===== src/rtl/clock_pkg.sv =====
// clock_pkg: shared state encoding, default moduli and widths for the clock/alarm controller
package clock_pkg;

    typedef enum logic [4:0] {
        ST_RUN   = 5'b00001,
        ST_HOUR  = 5'b00010,
        ST_MIN   = 5'b00100,
        ST_AHOUR = 5'b01000,
        ST_AMIN  = 5'b10000
    } state_t;

    localparam int DEF_SEC_MOD  = 60;
    localparam int DEF_MIN_MOD  = 60;
    localparam int DEF_HOUR_MOD = 24;
    localparam int DEF_SW       = 6;
    localparam int DEF_HW       = 5;

    // Rotate within the four adjust states (bits 4:1); fwd walks HOUR->MIN->AHOUR->AMIN->HOUR
    function automatic state_t ring_next(input state_t s, input logic fwd);
        return fwd ? state_t'({s[3:1], s[4], 1'b0}) : state_t'({s[1], s[4:2], 1'b0});
    endfunction

endpackage


===== src/rtl/alarm_ringer.sv =====
// alarm_ringer: latches the alarm on a matching RUN tick and clears it on timeout, button or disarm
module alarm_ringer #(
    parameter int RING_SECS = 30
) (
    input  logic clk,
    input  logic reset,
    input  logic run_i,
    input  logic tick_i,
    input  logic btn_i,
    input  logic arm_i,
    input  logic match_i,
    output logic ring_o
);

    localparam int CW = $clog2(RING_SECS + 1);

    logic [CW-1:0] cnt_q, cnt_d;
    logic          ring_q, ring_d;
    logic          set, done, clr;

    always_comb begin
        set    = run_i & arm_i & tick_i & match_i;
        done   = ring_q & tick_i & (cnt_q == CW'(RING_SECS - 1));
        clr    = btn_i | ~arm_i | done;
        ring_d = clr ? 1'b0 : (set | ring_q);
        // counter restarts on every fresh set and idles at zero when not ringing
        cnt_d  = (ring_d & ring_q) ? (tick_i ? cnt_q + CW'(1) : cnt_q) : '0;
    end

    always_ff @(posedge clk or posedge reset) begin
        if (reset) begin
            ring_q <= 1'b0;
            cnt_q  <= '0;
        end else begin
            ring_q <= ring_d;
            cnt_q  <= cnt_d;
        end
    end

    assign ring_o = ring_q;

endmodule


===== src/rtl/clock_mode_ctrl.sv =====
// clock_mode_ctrl: run/adjust mode FSM and counter enable/direction decode for the clock/alarm datapath
module clock_mode_ctrl
    import clock_pkg::*;
#(
    parameter int SEC_MOD   = DEF_SEC_MOD,
    parameter int MIN_MOD   = DEF_MIN_MOD,
    parameter int HOUR_MOD  = DEF_HOUR_MOD,
    parameter int SW        = DEF_SW,
    parameter int HW        = DEF_HW,
    parameter int RING_SECS = 30
) (
    input  logic          clk,
    input  logic          reset,
    input  logic          tick,
    input  logic          btn_c,
    input  logic          btn_l,
    input  logic          btn_r,
    input  logic          btn_u,
    input  logic          btn_d,
    input  logic          alarm_arm,
    input  logic [SW-1:0] sec,
    input  logic [SW-1:0] min,
    input  logic [HW-1:0] hour,
    input  logic [SW-1:0] alm_min,
    input  logic [HW-1:0] alm_hour,
    output logic          sec_en,
    output logic          min_en,
    output logic          hour_en,
    output logic          amin_en,
    output logic          ahour_en,
    output logic          sec_ud,
    output logic          min_ud,
    output logic          hour_ud,
    output logic          amin_ud,
    output logic          ahour_ud,
    output logic [4:0]    mode_led,
    output logic          alarm_ring
);

    state_t state_q, state_d;
    logic   run, act, c, mv, step, dn, match;

    assign run   = (state_q == ST_RUN);
    // out-of-range hours never come from the counter, so they never raise the alarm
    assign match = (sec == '0) & (min == alm_min) & (hour == alm_hour) & (int'(hour) < HOUR_MOD);

    always_comb begin
        // a ringing alarm swallows every button pulse
        act      = ~reset & ~alarm_ring;
        c        = act & btn_c;
        mv       = act & ~btn_c & (btn_l ^ btn_r);
        step     = act & ~btn_c & ~btn_l & ~btn_r & (btn_u ^ btn_d);
        dn       = step & btn_d;
        state_d  = c ? (run ? ST_HOUR : ST_RUN) : (mv & ~run) ? ring_next(state_q, btn_r) : state_q;
        sec_en   = ~reset & run & tick;
        min_en   = run ? (sec_en & (sec == SW'(SEC_MOD - 1))) : (step & (state_q == ST_MIN));
        hour_en  = run ? (min_en & (min == SW'(MIN_MOD - 1))) : (step & (state_q == ST_HOUR));
        amin_en  = step & (state_q == ST_AMIN);
        ahour_en = step & (state_q == ST_AHOUR);
        sec_ud   = 1'b1;
        min_ud   = ~(dn & (state_q == ST_MIN));
        hour_ud  = ~(dn & (state_q == ST_HOUR));
        amin_ud  = ~(dn & (state_q == ST_AMIN));
        ahour_ud = ~(dn & (state_q == ST_AHOUR));
    end

    always_ff @(posedge clk or posedge reset) begin
        if (reset) state_q <= ST_RUN;
        else       state_q <= state_d;
    end

    assign mode_led = state_q;

    alarm_ringer #(.RING_SECS(RING_SECS)) u_ringer (
        .clk    (clk),
        .reset  (reset),
        .run_i  (run),
        .tick_i (tick),
        .btn_i  (|{btn_c, btn_l, btn_r, btn_u, btn_d}),
        .arm_i  (alarm_arm),
        .match_i(match),
        .ring_o (alarm_ring)
    );

endmodule

===== config.mk =====
export PLATFORM = sky130hd
export DESIGN_NAME = clock_mode_ctrl
export DESIGN_NICKNAME = d
export VERILOG_FILES = /design/src/rtl/clock_pkg.sv /design/src/rtl/alarm_ringer.sv /design/src/rtl/clock_mode_ctrl.sv
export SDC_FILE = /design/constraint.sdc
export NUM_CORES = 1
export LEC_CHECK = 0
export CAP_MARGIN = 5
export CORE_UTILIZATION = 35
export CTS_CLUSTER_DIAMETER = 60
export DETAILED_ROUTE_END_ITERATION = 8
export PLACE_DENSITY = 0.81
export SLEW_MARGIN = 10
export SYNTH_ARGS = -nofsm -noshare
export SYNTH_HDL_FRONTEND = slang
export SYNTH_HIERARCHICAL = 1
export SYNTH_SLANG_ARGS = --single-unit

===== constraint.sdc =====
create_clock -name clk -period 4.5 [get_ports clk]
set_clock_uncertainty 0.2 [all_clocks]
set_input_delay 0.9 -clock clk [delete_from_list [all_inputs] [get_ports clk]]
set_output_delay 0.9 -clock clk [all_outputs]
set_load 0.03 [all_outputs]

==> results of run 1 <==
==> synth_stat cells (3+ instances only) <==
| library cell | n |
|---|---|
| mux2_2 | 3 |
| dfrtp_1 | 10 |
| xnor2_1 | 13 |
| nand2_1 | 8 |
| or3_1 | 4 |
| nor2_1 | 10 |
| o21ai_0 | 3 |
| mux2i_1 | 5 |
| xor2_1 | 3 |
| nor3b_1 | 4 |
| inv_1 | 6 |
| nand4_1 | 5 |
| nand3_1 | 4 |
==> cell families after synthesis <==
family                     Yosys count  synth area share (%)
xor gates and xnor gates            16                  14.1
adders and majority gates            2                  2.52
other                                1                 0.377
and+or+nand+nor                     51                  29.9
AOI/OAI and AO/OA                   11                  9.43
muxes                                8                  8.43
buffers and inverters               13                  7.42
DFF                                 11                  27.8
==> per-stage QoR <==
step / hold slack (ps) / util (%) / setup WS [ps]
6_report: 349 / 58.9 / 295
5_1_grt: 379 / 58.9 / 191
4_1_cts: 358 / 58.9 / 305
3_5_place_dp: 342 / 57.9 / 304
3_3_place_gp: 310 / 57.9 / 320
2_1_floorplan: 304 / - / 877
==> worst max-delay path, cell delays in order <==
cell	delay [ps]
clkdlybuf4s50_1	420
or3_1	400
nor3_2	310
o2bb2a_1	260
o21ai_1	120
clkdlybuf4s50_1	680
==> state kept, by name, summed over array words and instances, names as in the netlist <==
| register | count |
|---|---|
| mode_led | 5 |
| u_ringer/ring_o | 1 |
| u_ringer/cnt_q | 5 |
==> power breakdown <==
part | total (mW) | internal, mW | switching [mW]
clock | 0.0676 | 0.0343 | 0.0333
combinational | 0.157 | 0.0793 | 0.0776
sequential | 0.131 | 0.113 | 0.0181
total | 0.355 | 0.226 | 0.129
==> layout make-up <==
type / count / area [sq um] / share of cell area, %
clock buffers: 4 / 26.3 / 1.72
multi-input cells: 89 / 644 / 42.2
repair buffers: 52 / 518 / 34.0
flip-flops and latches: 11 / 277 / 18.1
well taps: 30 / 37.5 / 2.46
inverters: 6 / 22.5 / 1.48
==> worst paths after layout <==
path | endpoint | slack (ps) | depth (start not counted)
max | hour_en | 290 | 6
min | u_ringer/cnt_q[4] | 350 | 2
max reg2reg | mode_led[4] | 2660 | 3
min reg2reg | u_ringer/cnt_q[4] | 350 | 2
max in group asynchronous | mode_led[0] | 3070 | 2
min in group asynchronous | u_ringer/ring_o | 760 | 2
==> metal layers <==
layer	wire length [um]	share of wire [%]	vias up
met5	0	0	-
met4	13	0.50	0
met3	137	5.3	2
met2	1370	52	37
met1	1090	42	491
li1	-	-	496
==> flow_summary.toml, run 1 <==
[run_status]
status = "finished clean"

[finish]
antenna_cells = 0
mostFrequentLayoutCells = "51 x clkdlybuf4s50_1, 13 x xnor2_1, 10 x nor2_1, 10 x dfrtp_1, 8 x nand2_1"
drive_gt1_share_pct = 8.02
layout_commonest_cell = "clkdlybuf4s50_1"
fin_nets = 202
fill_cells = 242
fin_area_sq_um = 1530
fin_cells = 192
syn_to_final_growth_pct = 53.3

[pwr]
leakage_nw = 0.584
powerDensity_nw_per_um2 = 233
fin_total_pwr_uw = 355
ir_worst_vdd_uv = 197

[synth]
syn-num-nets = 152
synth_top_area_cell = "dfrtp_1"
synth-warning-count = 6
synth_cell_type_count = 40
synthTopCellsByArea = "dfrtp_1 25%, xnor2_1 11%, mux2i_1 5.0%"
netlist_area_sq_um = 995
syn-instance-count = 113
async_flop_share_pct = 100
synth_edf_count = 0
yosys.area.top_type_share_pct = 25.2
avgSynthCellArea_sq_um = 8.80
ys_ff_latch = 11
synthFlopType = "dfrtp_1"
ys_seq_area_share_pct = 27.8

[routing]
dr.pass1.iters = 4
drtIter0Drc = 25
wire_per_inst_um = 13.6
ant_nets = 0
routed_wl_um = 2610
routed_via_density = 5.34
vias = 1026
drc = 0

[place]
place_area_sq_um = 1500
place_inst = 188
dp_hpwl_um = 2200
place_congestion = 0.844
io_buffer_count = 51

[die]
start_util_pct = 38.4
core_area_sq_um = 2590
pin_count = 53
die-height_um = 55.3
rows = 18
design.die.area_sq_um = 3060
die_w_um = 55.3

[cts]
cts_sinks = 11
ctsRootBufferMaster = "clkbuf_4"
cts-hold-fix-buffers = 0
cts_inserted_buffers = 3
cts_max_level = 1
post_cts_resized = 0
postCtsSetupBuffers = 0
cts_tree = "done"
insertion_delay_ps = 270
clk_path_buf_depth = 2
path_clk_slew_ps = 70

[global_routing]
antenna_found_initial = 0
top_usage_layer = "met2"
track_usage_pct = 18.3
met2_usage_pct = 33.4
grt_pass1_wl_um = 4510
grt_max_degree = 11
grt_pass1_vias = 1019
grt_overflow = 0
met1_usage_pct = 20.7
met3_usage_pct = 4.68

[critical_path]
critPathLaunchType = "input port"
startpoint = "btn_r"
crit_arrival_ps = 3110
worstPathRequired_ps = 3400
crit_path_max_fanout = 6
worst_setup_path_end_kind = "output pin"
reg2reg_from = "u_ringer/ring_o"
crit_type = "in -> out"

[sta]
fin_crit_sh_pct = 93.5
period_needed_ps = 4210
fmax_mhz = 238
setup-tns-final_ps = 0
finalSetupViolCount = 0
maxSlewViolCount = 0
relSlewSlack_pct = 48.5
tightest_slew_ps = 771
rsz0062_at_grt = "false"
finalHoldViolCount = 0

[min_path]
hold_class = "reg -> reg"
hp-start = "u_ringer/cnt_q[4]"

[flow_run]
drv_cap = 0
Note: power is estimated with default switching activity, not from simulation.
==> run 2: changes to the inputs <==
- PLACE_DENSITY: 0.81 -> 0.84
- clock period: 4.5 -> 3.4 ns (I/O delays scaled with it)
==> run 2 against run 1 <==
Power increased by 34%. Die area unchanged. Via count grew 0.97%. Hold slack got worse by 9.7 ps. Design area grew 2.7%. Combinational power increased by 36%. Clock power is 29% higher. Wire length rose by 3.7%. Critical path type unchanged. Critical endpoint unchanged.
==> flow_summary.toml, run 2 (synthesized netlist as in run 1, its figures left out) <==
[die]
pin_count = 53
core_area_sq_um = 2590
die-height_um = 55.3
die_w_um = 55.3
rows = 18
start_util_pct = 38.4
design.die.area_sq_um = 3060

[finish]
fill_cells = 237
mostFrequentLayoutCells = "43 x clkdlybuf4s50_1, 13 x xnor2_1, 13 x buf_4"
fin_nets = 210
drive_gt1_share_pct = 15.3
syn_to_final_growth_pct = 57.5
finish.utilization_pct = 60.5
fin_cells = 200
antenna_cells = 0
layout_commonest_cell = "clkdlybuf4s50_1"

[cts]
postCtsSetupBuffers = 0
cts_tree = "done"
cts_inserted_buffers = 3
insertion_delay_ps = 260
clk_path_buf_depth = 2
cts_max_level = 1
path_clk_slew_ps = 70
ctsRootBufferMaster = "clkbuf_4"
cts_sinks = 11

[min_path]
min_to = "mode_led[0]"
min_delay_path_depth = 2
hp-start = "mode_led[0]"
hold_class = "reg -> reg"

[routing]
routed_via_density = 5.18
drtIter0Drc = 18
vias = 1036
routed_wl_um = 2700
wire_per_inst_um = 13.5
ant_nets = 0
drc = 0
dr.pass1.iters = 4

[pwr]
swShare_pct = 36.1
leakage_nw = 0.624
fin_total_pwr_uw = 475
powerDensity_nw_per_um2 = 303
power_switching_uw = 171
ir_worst_vdd_uv = 263
clockPowerShare_pct = 18.4
internal-power_uw = 304
seqPwrFrac_pct = 36.7
combinationalPowerShare_pct = 44.9

[global_routing]
antenna_found_initial = 0
grt_max_degree = 11
grt_pass1_vias = 1111
grt_pass1_wl_um = 4860
grt_overflow = 0
track_usage_pct = 19.6

[sta]
period_needed_ps = 3270
tightest_slew_ps = 744
finalHoldViolCount = 0
fmax_mhz = 306
holdWs_ps = 339
relSlewSlack_pct = 50.3
rsz0062_at_grt = "false"
maxSlewViolCount = 0
finalSetupViolCount = 0
fin_ws_ps = 132
fin_crit_sh_pct = 96.1

[flow_run]
drv_cap = 0

[place]
preCtsSetupSlack_ps = -194
place_congestion = 0.878
dp_hpwl_um = 2320
io_buffer_count = 51
place_inst = 196

[critical_path]
rrSetupSlack_ps = 1580
cp_top_family = "buffers and inverters"
critPathLaunchType = "input port"
worst-path-buf-inv = 3
worstPathRequired_ps = 2520
crit_path_max_fanout = 4
r2r_cells = 4
reg2reg_from = "u_ringer/ring_o"
crit_arrival_ps = 2390
critPathMaxStageDelay_ps = 420
crit_type = "in -> out"
critPathMostFrequentCell = "buf_4"
worstReg2RegEnd = "mode_led[4]"
worst_setup_path_end_kind = "output pin"
slowest_stage = "clkdlybuf4s50_1"
cp_cell_sequence = "clkdlybuf4s50_1 > or3_1 > nor3_2 > buf_4 > o2bb2a_1 > o21ai_1 > buf_4"

[run_status]
status = "finished clean"
## run 2: cell count changes in the layout (fill, tap and decap cells not counted), sizes merged
cell | before | now
buf | 1 | 13
clkdlybuf4s50 | 51 | 43
dlygate4sd2 | 0 | 3
clkbuf | 4 | 5
## run 2: worst register-to-register path: stages (launching register included)
cell	delay [ps]
dfrtp_1	380
buf_4	170
or3_1	470
or3_4	410
a21oi_2	130
## run 2: power groups by stage
| stage | Sequential [mW] | Clock (mW) | Combinational, mW |
|---|---|---|---|
| after CTS | 0.173 | 0.0908 | 0.215 |
| after global placement | 0.174 | 0 | 0.210 |
| after floorplan | 0.194 | 0 | 0.0962 |
| after detailed placement | 0.176 | 0 | 0.214 |
| after global routing | 0.177 | 0.0990 | 0.231 |
| final | 0.174 | 0.0872 | 0.213 |
## run 2: timing repair
item	4_1_cts	5_1_grt
hold buffers	0	0
endpoints found under the hold margin	0	0
pin swaps	0	1
gates resized for setup	4	2
cloned	0	0
endpoints found under the setup margin	4	4
## run 2: how the worst max path moves through the flow
stage | cells past startpoint | to | start | slack [ps]
after floorplan | 5 | ahour_en | btn_r | 220
after global placement | 6 | hour_ud | btn_r | -120
after detailed placement | 6 | hour_ud | btn_r | -190
after CTS | 6 | hour_ud | btn_r | 40
after global routing | 7 | amin_en | btn_r | 20
final | 7 | hour_en | btn_r | 130
## run 2: layer usage
layer,routed length (um),GRT usage [%]
met1,1030,22.3
met2,1480,36.7
met3,179,4.45
met4,13,4.29
met5,0,0
## run 2: layout make-up
class                           instances  area (sq um)  area share [%]
Clock buffer                            4          26.3            1.68
Inverter                                6          22.5            1.44
Multi-Input combinational cell         89           644            41.1
Sequential cell                        11           277            17.7
Tap cell                               30          37.5            2.40
Timing Repair Buffer                   60           559            35.7
## run 2: stage by stage
step           area, sq um  setup TNS (ps)
6_report              1570               0
5_1_grt               1570               0
3_3_place_gp          1550            -239
3_5_place_dp          1550            -516
4_1_cts               1570               0
2_1_floorplan          995               0
==> run 3: changes to the inputs <==
- MAX_ROUTING_LAYER: not set -> met4
==> run 3 against run 2 <==
Sequential power is essentially flat. Critical path depth is the same. Global-route usage grew 0.55 points. Hold slack lost 1.1 ps. Design area is the same. Clock-buffer cell count is the same. Via count shrank 0.39%. Register-to-register slack is essentially flat. Non-clock buffer count is the same. Worst setup slack gained 2.7 ps. Critical path type unchanged. Largest power group unchanged.
==> flow_summary.toml, run 3 (synthesized netlist as in run 1, its figures left out) <==
[critical_path]
worstReg2RegEnd = "mode_led[4]"
r2r_cells = 4
worstSetupPathDepth = 7
startpoint = "btn_r"
worst-path-buf-inv = 3
critPathLaunchType = "input port"
worst_setup_path_end_kind = "output pin"
slowest_stage = "clkdlybuf4s50_1"
crit_path_max_fanout = 4
worstPathRequired_ps = 2520
rrSetupSlack_ps = 1580
reg2reg_from = "u_ringer/ring_o"
cp_top_family = "buffers and inverters"
cp_cell_sequence = "clkdlybuf4s50_1 > or3_1 > nor3_2 > buf_4 > o2bb2a_1 > o21ai_1 > buf_4"
crit_type = "in -> out"
crit_arrival_ps = 2390
critPathMostFrequentCell = "buf_4"
critPathMaxStageDelay_ps = 420
crit_path_end = "hour_en"

[sta]
tightest_slew_ps = 747
finalSetupViolCount = 0
maxSlewViolCount = 0
fmax_mhz = 306
fin_crit_sh_pct = 96.0
relSlewSlack_pct = 50.1
period_needed_ps = 3270
finalHoldViolCount = 0
holdWs_ps = 338
rsz0062_at_grt = "false"

[global_routing]
grt_overflow = 0
track_usage_pct = 20.1
grt_max_degree = 11
antenna_found_initial = 0
grt_pass1_wl_um = 4870
grt_pass1_vias = 1112

[cts]
postCtsSetupBuffers = 0
path_clk_slew_ps = 70
clk_path_buf_depth = 2
ctsRootBufferMaster = "clkbuf_4"
insertion_delay_ps = 260
cts_tree = "done"
cts_sinks = 11
cts_inserted_buffers = 3
cts_max_level = 1

[pwr]
internal-power_uw = 304
ir_worst_vdd_uv = 264
seqPwrFrac_pct = 36.7
powerDensity_nw_per_um2 = 303
fin_total_pwr_uw = 475
combinationalPowerShare_pct = 44.9
leakage_nw = 0.624
swShare_pct = 36.1
power_switching_uw = 172
clockPowerShare_pct = 18.4

[finish]
mostFrequentLayoutCells = "43 x clkdlybuf4s50_1, 13 x xnor2_1, 13 x buf_4"
fin_nets = 210
finish.utilization_pct = 60.5
syn_to_final_growth_pct = 57.5
drive_gt1_share_pct = 15.3
fill_cells = 237
fin_cells = 200
antenna_cells = 0
fin_area_sq_um = 1570
layout_commonest_cell = "clkdlybuf4s50_1"
regArea_sq_um = 277
multi_input_area_sq_um = 644

[place]
io_buffer_count = 51
place_congestion = 0.893
place_area_sq_um = 1550
dp_hpwl_um = 2320
place_inst = 196

[min_path]
hold_class = "reg -> reg"

[die]
pin_count = 53
core_area_sq_um = 2590
die_w_um = 55.3
rows = 18
die-height_um = 55.3
design.die.area_sq_um = 3060
start_util_pct = 38.4

[routing]
vias = 1032
routed_wl_um = 2700
dr.pass1.iters = 4
routed_via_density = 5.16
drc = 0
ant_nets = 0
wire_per_inst_um = 13.5
drtIter0Drc = 27

[run_status]
status = "finished clean"

[flow_run]
drv_cap = 0
==> run 3: cell counts in the layout (fill, tap and decap cells not counted) <==
Identical to the previous run, type by type.
==> run 3: how the worst min path moves through the flow <==
| stage | cells after the start | startpoint | endpoint | slack [ps] |
|---|---|---|---|---|
| after global routing | 2 | mode_led[0] | mode_led[0] | 380 |
| after floorplan | 1 | reset | u_ringer/cnt_q[0] | 270 |
| after detailed placement | 2 | mode_led[0] | mode_led[0] | 310 |
| final | 2 | mode_led[0] | mode_led[0] | 340 |
| after global placement | 2 | mode_led[0] | mode_led[0] | 320 |
| after CTS | 2 | mode_led[0] | mode_led[0] | 330 |
==> run 3: tightest hold or removal path, stage by stage (launching register included) <==
cell and delay (ps):
dfstp_2 390, o21ai_0 80, mux2i_1 70
==> run 3: through the flow <==
stage	worst slack, ps	TNS, ps
3_5_place_dp	-194	-516
4_1_cts	35.9	0
2_1_floorplan	217	0
6_report	134	0
3_3_place_gp	-117	-239
5_1_grt	18.2	0
==> run 3: timing repair <==
item / CTS / global route
pin swaps: 0 / 1
endpoints found under the setup margin: 4 / 4
gates resized for setup: 4 / 2
hold buffers: 0 / 0
endpoints found under the hold margin: 0 / 0
==> run 3: area by class of cell <==
type                    instances  share of cell area, %
multi-input cells              89                   41.1
repair buffers                 60                   35.7
flip-flops and latches         11                   17.7
well taps                      30                   2.40
clock buffers                   4                   1.68
inverters                       6                   1.44
==> run 3: routing by layer <==
layer / share of wire (%) / routed length [um] / global-route usage (%)
met1: 39 / 1060 / 22.3
met2: 54 / 1460 / 36.7
met3: 6.4 / 172 / 4.45
met4: 0.48 / 13 / 4.29
met5: 0 / 0 / -
==> run 3: power by group through the flow <==
stage / Clock, mW / Sequential (mW) / Combinational [mW]
2_1_floorplan: 0 / 0.194 / 0.0962
6_report: 0.0873 / 0.174 / 0.214
3_3_place_gp: 0 / 0.174 / 0.210
4_1_cts: 0.0908 / 0.173 / 0.215
5_1_grt: 0.0990 / 0.177 / 0.231
3_5_place_dp: 0 / 0.176 / 0.214
